$ cat src/rtl/key_ctrl_pkg.sv
// Shared definitions for the key auto-repeat controller: code width, FSM states
// and default tick constants (10 MHz clock).
package key_ctrl_pkg;

    localparam int CODE_W = 5;
    localparam int TICK_W = 24;

    localparam logic [TICK_W-1:0] DEF_HOLD_TICKS   = 24'd5_000_000;
    localparam logic [TICK_W-1:0] DEF_REPEAT_TICKS = 24'd1_000_000;

    typedef enum logic [1:0] {
        S_IDLE    = 2'd0,
        S_PRESSED = 2'd1,
        S_REPEAT  = 2'd2
    } key_state_t;

endpackage

$ cat src/rtl/cmd_fifo.sv
// Small power-of-two command FIFO; head entry and occupancy come straight from
// registers so nothing on the consumer side sees a combinational input path.
module cmd_fifo #(
    parameter int DEPTH  = 4,
    parameter int CODE_W = 5
) (
    input  logic                    clk,
    input  logic                    rst,
    input  logic                    push,
    input  logic                    pop,
    input  logic [CODE_W-1:0]       din,
    output logic [CODE_W-1:0]       dout,
    output logic                    full,
    output logic                    empty,
    output logic [$clog2(DEPTH):0]  count
);

    localparam int PTR_W = $clog2(DEPTH);

    logic [CODE_W-1:0] mem [DEPTH];
    logic [PTR_W-1:0]  rd_ptr;
    logic [PTR_W-1:0]  wr_ptr;
    logic              do_push;
    logic              do_pop;

    assign empty   = (count == '0);
    assign full    = (count == (PTR_W+1)'(DEPTH));
    assign do_pop  = pop & ~empty;
    // A full FIFO still accepts a push when the head leaves in the same cycle.
    assign do_push = push & (~full | do_pop);

    always_ff @(posedge clk) begin
        if (rst) begin
            rd_ptr <= '0;
            wr_ptr <= '0;
            count  <= '0;
        end else begin
            if (do_push) wr_ptr <= wr_ptr + PTR_W'(1);
            if (do_pop)  rd_ptr <= rd_ptr + PTR_W'(1);
            case ({do_push, do_pop})
                2'b10:   count <= count + (PTR_W+1)'(1);
                2'b01:   count <= count - (PTR_W+1)'(1);
                default: count <= count;
            endcase
        end
    end

    always_ff @(posedge clk) begin
        if (do_push) mem[wr_ptr] <= din;
    end

    assign dout = empty ? '0 : mem[rd_ptr];

endmodule

$ cat src/rtl/key_repeat_ctrl.sv
// Keypad auto-repeat: one command on press, another after HOLD_TICKS, then one
// every REPEAT_TICKS while the same key stays down; commands queue in cmd_fifo.
module key_repeat_ctrl
    import key_ctrl_pkg::*;
#(
    parameter logic [TICK_W-1:0] HOLD_TICKS   = DEF_HOLD_TICKS,
    parameter logic [TICK_W-1:0] REPEAT_TICKS = DEF_REPEAT_TICKS,
    parameter int                DEPTH        = 4
) (
    input  logic                    hwclk,
    input  logic                    reset,
    input  logic [CODE_W-1:0]       key_code,
    input  logic                    key_held,
    input  logic                    cmd_ready,
    output logic                    cmd_valid,
    output logic [CODE_W-1:0]       cmd_code,
    output logic [$clog2(DEPTH):0]  fifo_count,
    output logic                    overflow
);

    key_state_t         state;
    logic [TICK_W-1:0]  cnt;
    logic [TICK_W-1:0]  limit;
    logic [CODE_W-1:0]  last_code;
    logic [CODE_W-1:0]  push_code;
    logic               push;
    logic               pop;
    logic               full;
    logic               empty;

    assign limit = (state == S_PRESSED) ? HOLD_TICKS - TICK_W'(1)
                                        : REPEAT_TICKS - TICK_W'(1);
    assign pop   = cmd_ready & ~empty;

    // Release beats everything; a changed code beats counter expiry.
    always_comb begin
        push      = 1'b0;
        push_code = key_code;
        if (state == S_IDLE) begin
            push = key_held;
        end else if (key_held) begin
            if (key_code != last_code) begin
                push = 1'b1;
            end else if (cnt == limit) begin
                push      = 1'b1;
                push_code = last_code;
            end
        end
    end

    always_ff @(posedge hwclk) begin
        if (reset) begin
            state     <= S_IDLE;
            cnt       <= '0;
            last_code <= '0;
            overflow  <= 1'b0;
        end else begin
            overflow <= overflow | (push & full & ~pop);
            case (state)
                S_IDLE: begin
                    cnt <= '0;
                    if (key_held) begin
                        last_code <= key_code;
                        state     <= S_PRESSED;
                    end
                end
                S_PRESSED, S_REPEAT: begin
                    if (!key_held) begin
                        cnt   <= '0;
                        state <= S_IDLE;
                    end else if (key_code != last_code) begin
                        last_code <= key_code;
                        cnt       <= '0;
                        state     <= S_PRESSED;
                    end else if (cnt == limit) begin
                        cnt   <= '0;
                        state <= S_REPEAT;
                    end else begin
                        cnt <= cnt + TICK_W'(1);
                    end
                end
                default: begin
                    cnt   <= '0;
                    state <= S_IDLE;
                end
            endcase
        end
    end

    cmd_fifo #(
        .DEPTH  (DEPTH),
        .CODE_W (CODE_W)
    ) u_fifo (
        .clk   (hwclk),
        .rst   (reset),
        .push  (push),
        .pop   (pop),
        .din   (push_code),
        .dout  (cmd_code),
        .full  (full),
        .empty (empty),
        .count (fifo_count)
    );

    assign cmd_valid = ~empty;

endmodule

$ cat config.mk
export PLATFORM = sky130hd
export DESIGN_NAME = key_repeat_ctrl
export DESIGN_NICKNAME = d
export VERILOG_FILES = /design/src/rtl/key_ctrl_pkg.sv /design/src/rtl/cmd_fifo.sv /design/src/rtl/key_repeat_ctrl.sv
export SDC_FILE = /design/constraint.sdc
export NUM_CORES = 1
export LEC_CHECK = 0
export CORE_ASPECT_RATIO = 0.75
export CORE_UTILIZATION = 58
export DETAILED_ROUTE_END_ITERATION = 12
export DONT_BUFFER_PORTS = 1
export PLACE_DENSITY = 0.74
export SLEW_MARGIN = 10
export SYNTH_ARGS = -nofsm -noshare
export SYNTH_HDL_FRONTEND = slang
export SYNTH_SLANG_ARGS = --single-unit
$ cat constraint.sdc
create_clock -name hwclk -period 5.72 [get_ports hwclk]
set_clock_uncertainty 0.05 [all_clocks]
set_input_delay 1.144 -clock hwclk [delete_from_list [all_inputs] [get_ports hwclk]]
set_output_delay 1.144 -clock hwclk [all_outputs]
set_load 0.02 [all_outputs]
==> flow_metrics.env, run 1 <==
export IMPL_status="completed"
export IMPL_hold_viol_final=0
export IMPL_initial_drc_count=57
export IMPL_cts_repair_resize_count=0
export IMPL_final_antenna_net_count=0
export IMPL_hold_wc_startpoint="cnt[0]$_SDFF_PP0_"
export IMPL_tmin_final_ns=3.079
export IMPL_max_slew_margin_rel_pct=45.86
export IMPL_detail_route_first_pass_iterations=4
export IMPL_drv_max_cap_violation_count=0
export IMPL_ys_types=45
export IMPL_hpwl_um=3555
export IMPL_timing_final_setup_violations=0
export IMPL_most_common_layout_cells="sky130_fd_sc_hd__nor2_1, sky130_fd_sc_hd__dfxtp_1, sky130_fd_sc_hd__edfxtp_1"
export IMPL_critical_path_slowest_cell="sky130_fd_sc_hd__o31ai_2"
export IMPL_cpPeakStageDelay_ns=0.47
export IMPL_synthesis_area_um2=2795
export IMPL_cts_hold_buffers_added=0
export IMPL_rsz_0062_raised_after_global_routing="no"
export IMPL_num_vias=1763
export IMPL_die_height_um=62.12
export IMPL_powerDensity_nw_per_um2=351.1
export IMPL_cpLargestDelayFamily="simple AND/OR/NAND/NOR gates"
export IMPL_ys_flop_type="sky130_fd_sc_hd__dfxtp_1"
export IMPL_fraction_of_registers_with_async_set_reset_pct=0
export IMPL_numCtsBuffers=9
export IMPL_fin_setup_tns_ns=0
export IMPL_largest_net_degree_at_the_start_of_global_routing=25
export IMPL_finalMaxSlewViolations=0
export IMPL_syn_num_nets=276
export IMPL_postCtsSetupRepairBufs=0
export IMPL_p_seq_share_pct=48.6
export IMPL_io_buffers=0
export IMPL_fp_row_count=21
export IMPL_syn_area_per_cell_um2=10.83
export IMPL_via_per_inst=5.527
export IMPL_ys_seq_area_share_pct=50.85
export IMPL_static_leakage_power_nw=1.047
export IMPL_numPlacedInstances=303
export IMPL_area_growth_syn_to_layout_pct=8.057
export IMPL_fin_nets=275
export IMPL_wirelength_um=4877
export IMPL_critPathRequiredTime_ns=5.90
export IMPL_critical_path_reg2reg_endpoint="u_fifo.count[2]$_SDFFE_PP0P_"
export IMPL_worstSetupPathType="in2reg"
export IMPL_final_min_period_over_clock_period_pct=53.82
export IMPL_netSwitchingPower_uw=287.1
export IMPL_reg2reg_setup_slack_ns=2.75
export IMPL_grt_ovfl_total=0
export IMPL_cp_data_arrival_time_ns=3.26
export IMPL_terminating_pin_of_the_worst_hold_path="cnt[0]$_SDFF_PP0_"
export IMPL_design_portCount=19
export IMPL_max_clock_path_buffers=2
export IMPL_critical_path_peak_fanout=6
export IMPL_power_report_internal_total_uw=773.3
export IMPL_initial_core_util_pct=61.49
export IMPL_ctsRootBufferMaster="sky130_fd_sc_hd__clkbuf_8"
export IMPL_tightestPinTransition_ns=0.8083
export IMPL_antenna_cells_inserted=0
export IMPL_cp_end_kind="flop"
export IMPL_worst_supply_voltage_drop_on_vdd_mv=0.2485
export IMPL_fmaxAchievable_mhz=324.8
export IMPL_synth_warnings=0
export IMPL_gr_usage_all_layers_pct=23.10
export IMPL_antenna_violations_before_repair=0
export IMPL_h_tree_depth=3
export IMPL_global_route_wire_length_before_repair_um=8583
export IMPL_floorplan_die_width_um=82.16
export IMPL_worstHoldPathCells=1
export IMPL_clock_sinks=61
export IMPL_startpoint_type="input pin"
export IMPL_grt_pass1_vias=1785
export IMPL_sw_frac_of_total_pct=27.07
export IMPL_final_cell_count_no_fill=319
export IMPL_core_area_um2=4546
export IMPL_dieArea_um2=5104
export IMPL_worstPathCellList="xor2_1, nor3_1, nand2_1, o31ai_2, nor2b_1, fa_1, and2_1, a22oi_2, mux2_4"
export IMPL_cts_tree="yes"
export IMPL_synth_edf_count=20
export IMPL_postSynthCellCount=258
export IMPL_wl_per_cell_um=15.29
export IMPL_routabilityCongestion=0.7820
export IMPL_postSynthRegisterBits=61
export IMPL_mostFrequentLayoutCell="sky130_fd_sc_hd__nor2_1"
export IMPL_path_category_of_the_worst_min_delay_check="reg2reg"
export IMPL_combinationalPowerShare_pct=15.1
export IMPL_clk_latency_ns=0.34
export IMPL_worstReg2RegStart="cnt[12]$_SDFF_PP0_"
export IMPL_clock_power_share_pct=36.3
export IMPL_worst_r2r_path_depth=9
export IMPL_drc_errors=0
export IMPL_clk_pin_slew_ns=0.06
export IMPL_share_of_layout_cells_above_drive_strength_1_pct=11.83
export IMPL_sum_of_buffers_and_inverters_on_the_critical_path=0
## state kept, by name, summed over array words and instances (netlist names), named ones only
signal and flops:
last_code 5, u_fifo.mem 20, u_fifo.rd_ptr 2, u_fifo.count 3, cnt 24, u_fifo.wr_ptr 2
overflow 1, state 2
## worst max-delay path by stage
stage                            from                      endpoint  slack (ns)  cells past startpoint
after detailed placement  key_code[0]  u_fifo.count[2]$_SDFFE_PP0P_        2.27                      9
after global placement    key_code[0]  u_fifo.count[2]$_SDFFE_PP0P_        2.40                      9
final                     key_code[0]  u_fifo.count[2]$_SDFFE_PP0P_        2.64                      9
after floorplan           key_code[0]  u_fifo.count[2]$_SDFFE_PP0P_        2.54                      9
after CTS                 key_code[0]  u_fifo.count[2]$_SDFFE_PP0P_        2.64                      9
after global routing      key_code[0]  u_fifo.count[2]$_SDFFE_PP0P_        2.54                      9
## synthesized netlist by cell type, types with 2 or more instances
| cell type | count | area share (%) |
|---|---|---|
| sky130_fd_sc_hd__and2_1 | 10 | 2.2 |
| sky130_fd_sc_hd__and3_1 | 4 | 0.90 |
| sky130_fd_sc_hd__and4_1 | 2 | 0.63 |
| sky130_fd_sc_hd__buf_2 | 3 | 0.54 |
| sky130_fd_sc_hd__clkbuf_1 | 9 | 1.2 |
| sky130_fd_sc_hd__dfxtp_1 | 41 | 29 |
| sky130_fd_sc_hd__edfxtp_1 | 20 | 21 |
| sky130_fd_sc_hd__ha_1 | 8 | 3.6 |
| sky130_fd_sc_hd__inv_1 | 8 | 1.1 |
| sky130_fd_sc_hd__mux2_4 | 2 | 1.1 |
| sky130_fd_sc_hd__mux2i_1 | 8 | 2.9 |
| sky130_fd_sc_hd__mux4_2 | 5 | 4.0 |
| sky130_fd_sc_hd__nand2_1 | 15 | 2.0 |
| sky130_fd_sc_hd__nand2b_1 | 2 | 0.45 |
| sky130_fd_sc_hd__nand3_1 | 6 | 1.1 |
| sky130_fd_sc_hd__nand4_1 | 4 | 0.90 |
| sky130_fd_sc_hd__nor2_1 | 45 | 6.0 |
| sky130_fd_sc_hd__nor2b_1 | 3 | 0.67 |
| sky130_fd_sc_hd__nor3_1 | 5 | 0.90 |
| sky130_fd_sc_hd__o21ai_0 | 2 | 0.36 |
| sky130_fd_sc_hd__or3_1 | 5 | 1.1 |
| sky130_fd_sc_hd__xnor2_1 | 12 | 3.8 |
| sky130_fd_sc_hd__xor2_1 | 17 | 5.3 |
## area by class of cell
cell class	count	area (µm²)
multi-input cells	177	1295
flip-flops and latches	61	1421
inverters	8	30.03
clock inverters	3	43.79
well taps	57	71.32
clock buffers	13	158.9
fillers	348	1525
## layer usage
metal,vias up,track usage (%),wire [µm],part of all wire (%)
li1,881,-,-,-
met1,818,34.90,2457,50
met2,54,28.51,1846,38
met3,10,11.03,522,11
met4,0,7.237,50,1.0
met5,-,0,0,0
## power by group through the flow
stage / Sequential (mW) / Clock (mW) / Combinational (mW)
2_1_floorplan: 0.510 / 0 / 0.150
3_3_place_gp: 0.524 / 0 / 0.158
3_5_place_dp: 0.525 / 0 / 0.161
4_1_cts: 0.516 / 0.394 / 0.162
5_1_grt: 0.521 / 0.412 / 0.175
6_report: 0.515 / 0.385 / 0.160
## cell families after synthesis
group	count (synthesis)	share of synthesized area [%]
AOI/OAI and AO/OA	14	4.611
xor gates and xnor gates	29	9.087
adders and majority gates	9	4.297
buffers and inverters	20	2.820
DFF	61	50.85
muxes	16	8.774
and+or+nand+nor	109	19.56
## stage by stage
stage                     setup slack (ns)  utilization [%]  cell area [µm²]  hold WS [ns]  power (mW)
after CTS                            2.644            66.45             3020        0.4219       1.072
final                                2.641            66.45             3020        0.4222       1.060
after global routing                 2.542            66.45             3020        0.4466       1.109
after detailed placement             2.268            61.99             2818        0.4069      0.6860
after floorplan                      2.540                -             2795        0.3798      0.6592
after global placement               2.402            61.99             2818        0.3981      0.6818
Note: power is estimated with default switching activity, not from simulation.
==> inputs of run 2 (changes only) <==
clock period = 3.1 ns   (was 5.72 ns; I/O delays follow)
==> run 2 against run 1 <==
Net effect: sequential power rose by 84%; via count fell by 2.0%; core utilization fell by 0.14 points; setup slack got worse by 2.4 ns; global-route usage fell by 1.3 points; sequential cell count did not move; die area did not move; largest cell class unchanged.
==> flow_metrics.env, run 2 (synthesis results as in run 1) <==
export IMPL_worst_setup_path_startpoint="cnt[12]$_SDFF_PP0_"
export IMPL_ctsRootBufferMaster="sky130_fd_sc_hd__clkbuf_8"
export IMPL_numCtsBuffers=9
export IMPL_top_signal_layer_used="met4"
export IMPL_fill_cells=346
export IMPL_finalMaxSlewViolations=0
export IMPL_final_antenna_net_count=0
export IMPL_initial_core_util_pct=61.49
export IMPL_clock_sinks=61
export IMPL_worstReg2RegStart="cnt[12]$_SDFF_PP0_"
export IMPL_worstSetupPathType="reg2reg"
export IMPL_detail_route_wirelength_met1_um=2527
export IMPL_postCtsSetupRepairBufs=0
export IMPL_cts_tree="yes"
export IMPL_detailroute_wirelength_met3_um=349
export IMPL_dpl_worst_slack_ns=0.2548
export IMPL_flip_flop_count_of_the_largest_register_after_layout=24
export IMPL_critPathRequiredTime_ns=3.26
export IMPL_wl_per_cell_um=14.75
export IMPL_cts_repair_resize_count=0
export IMPL_grt_ovfl_total=0
export IMPL_powerDensity_nw_per_um2=624.0
export IMPL_status="completed"
export IMPL_fin_setup_tns_ns=0
export IMPL_cp_end_kind="flop"
export IMPL_worst_supply_voltage_drop_on_vdd_mv=0.4317
export IMPL_max_clock_path_buffers=2
export IMPL_hpwl_um=3456
export IMPL_clk_pin_slew_ns=0.06
export IMPL_setup_ws_ns=0.2513
export IMPL_die_height_um=62.12
export IMPL_area_growth_syn_to_layout_pct=7.833
export IMPL_largest_net_degree_at_the_start_of_global_routing=25
export IMPL_global_route_wire_length_before_repair_um=7983
export IMPL_worst_hold_slack_across_all_endpoints_ns=0.3091
export IMPL_via_per_inst=5.380
export IMPL_fmaxAchievable_mhz=351.0
export IMPL_initial_drc_count=99
export IMPL_met2_wirelength_um=1827
export IMPL_fp_row_count=21
export IMPL_num_vias=1727
export IMPL_core_area_um2=4546
export IMPL_path_category_of_the_worst_min_delay_check="in2reg"
export IMPL_fin_nets=277
export IMPL_routabilityCongestion=0.8029
export IMPL_crit_path_end="u_fifo.count[2]$_SDFFE_PP0P_"
export IMPL_design_portCount=19
export IMPL_critical_path_peak_fanout=5
export IMPL_h_tree_depth=3
export IMPL_hold_viol_final=0
export IMPL_timing_final_setup_violations=0
export IMPL_gr_usage_all_layers_pct=21.78
export IMPL_mostFrequentLayoutCell="sky130_fd_sc_hd__nor2_1"
export IMPL_antenna_violations_before_repair=0
export IMPL_grt_pass1_vias=1672
export IMPL_reg2reg_setup_slack_ns=0.25
export IMPL_rsz_0062_raised_after_global_routing="no"
export IMPL_max_slew_margin_rel_pct=46.70
export IMPL_static_leakage_power_nw=1.050
export IMPL_tmin_final_ns=2.849
export IMPL_share_of_layout_cells_above_drive_strength_1_pct=12.12
export IMPL_most_common_layout_cells="sky130_fd_sc_hd__nor2_1, sky130_fd_sc_hd__dfxtp_1, sky130_fd_sc_hd__edfxtp_1"
export IMPL_tightestPinTransition_ns=0.7995
export IMPL_startpoint_type="flop"
export IMPL_wirelength_um=4736
export IMPL_clk_latency_ns=0.33
export IMPL_final_min_period_over_clock_period_pct=91.89
export IMPL_registers_with_the_most_flip_flops="cnt (24), u_fifo.mem (20), last_code (5)"
export IMPL_cts_hold_buffers_added=0
export IMPL_detail_route_first_pass_iterations=4
export IMPL_io_buffers=0
export IMPL_drc_errors=0
export IMPL_largest_register="cnt"
export IMPL_floorplan_die_width_um=82.16
export IMPL_critical_path_reg2reg_endpoint="u_fifo.count[2]$_SDFFE_PP0P_"
export IMPL_antenna_cells_inserted=0
export IMPL_cp_data_arrival_time_ns=3.01
export IMPL_worst_r2r_path_depth=9
export IMPL_dieArea_um2=5104
export IMPL_drv_max_cap_violation_count=0
==> run 2: worst min path at each step <==
stage               cells past startpoint                            end               from  slack (ns)
finish                                  1      last_code[0]$_SDFFE_PP0P_              reset        0.31
global placement                        1              cnt[0]$_SDFF_PP0_  cnt[0]$_SDFF_PP0_        0.40
CTS                                     1      last_code[3]$_SDFFE_PP0P_              reset        0.29
floorplan                               1              cnt[0]$_SDFF_PP0_  cnt[0]$_SDFF_PP0_        0.38
global route                            1  u_fifo.wr_ptr[1]$_SDFFE_PP0P_              reset        0.28
detailed placement                      1              cnt[0]$_SDFF_PP0_  cnt[0]$_SDFF_PP0_        0.42
==> run 2: area by class of cell <==
| type | instances | area, µm² | area share, % |
|---|---|---|---|
| Inverter | 8 | 30.03 | 0.9963 |
| Multi-Input combinational cell | 177 | 1295 | 42.96 |
| Timing Repair Buffer | 2 | 15.01 | 0.4981 |
| Sequential cell | 61 | 1421 | 47.16 |
| Clock buffer | 15 | 176.4 | 5.853 |
| Clock inverter | 1 | 5.005 | 0.1660 |
| Tap cell | 57 | 71.32 | 2.366 |
==> run 2: metal layers <==
layer | vias to the layer above | GRT usage (%)
met5 | - | 0
met1 | 802 | 33.49
met4 | 0 | 9.211
li1 | 886 | -
met3 | 2 | 10.15
met2 | 37 | 25.41
==> run 2: worst max-delay path, cell delays in order, from the launching register on <==
cell and delay (ns):
sky130_fd_sc_hd__dfxtp_1 0.34, sky130_fd_sc_hd__or4_4 0.54, sky130_fd_sc_hd__nor4_2 0.26, sky130_fd_sc_hd__o2111a_2 0.29, sky130_fd_sc_hd__o31ai_2 0.08, sky130_fd_sc_hd__nor2b_1 0.15, sky130_fd_sc_hd__fa_1 0.38, sky130_fd_sc_hd__and2_1 0.16
sky130_fd_sc_hd__a22oi_2 0.19, sky130_fd_sc_hd__mux2_4 0.31
==> run 2: report_power, final <==
group	switching, mW	internal (mW)	total [mW]
logic	0.163	0.141	0.304
clock network	0.272	0.355	0.628
registers	0.0686	0.881	0.950
total	0.504	1.38	1.88
==> run 2: per-stage QoR <==
step,instances,instance area (µm²),util (%),power [mW]
6_report,321,3014,66.31,1.881
5_1_grt,321,3014,66.31,1.975
4_1_cts,321,3014,66.31,1.905
3_5_place_dp,305,2833,62.32,1.274
3_3_place_gp,305,2833,62.32,1.263
2_1_floorplan,258,2795,-,1.216
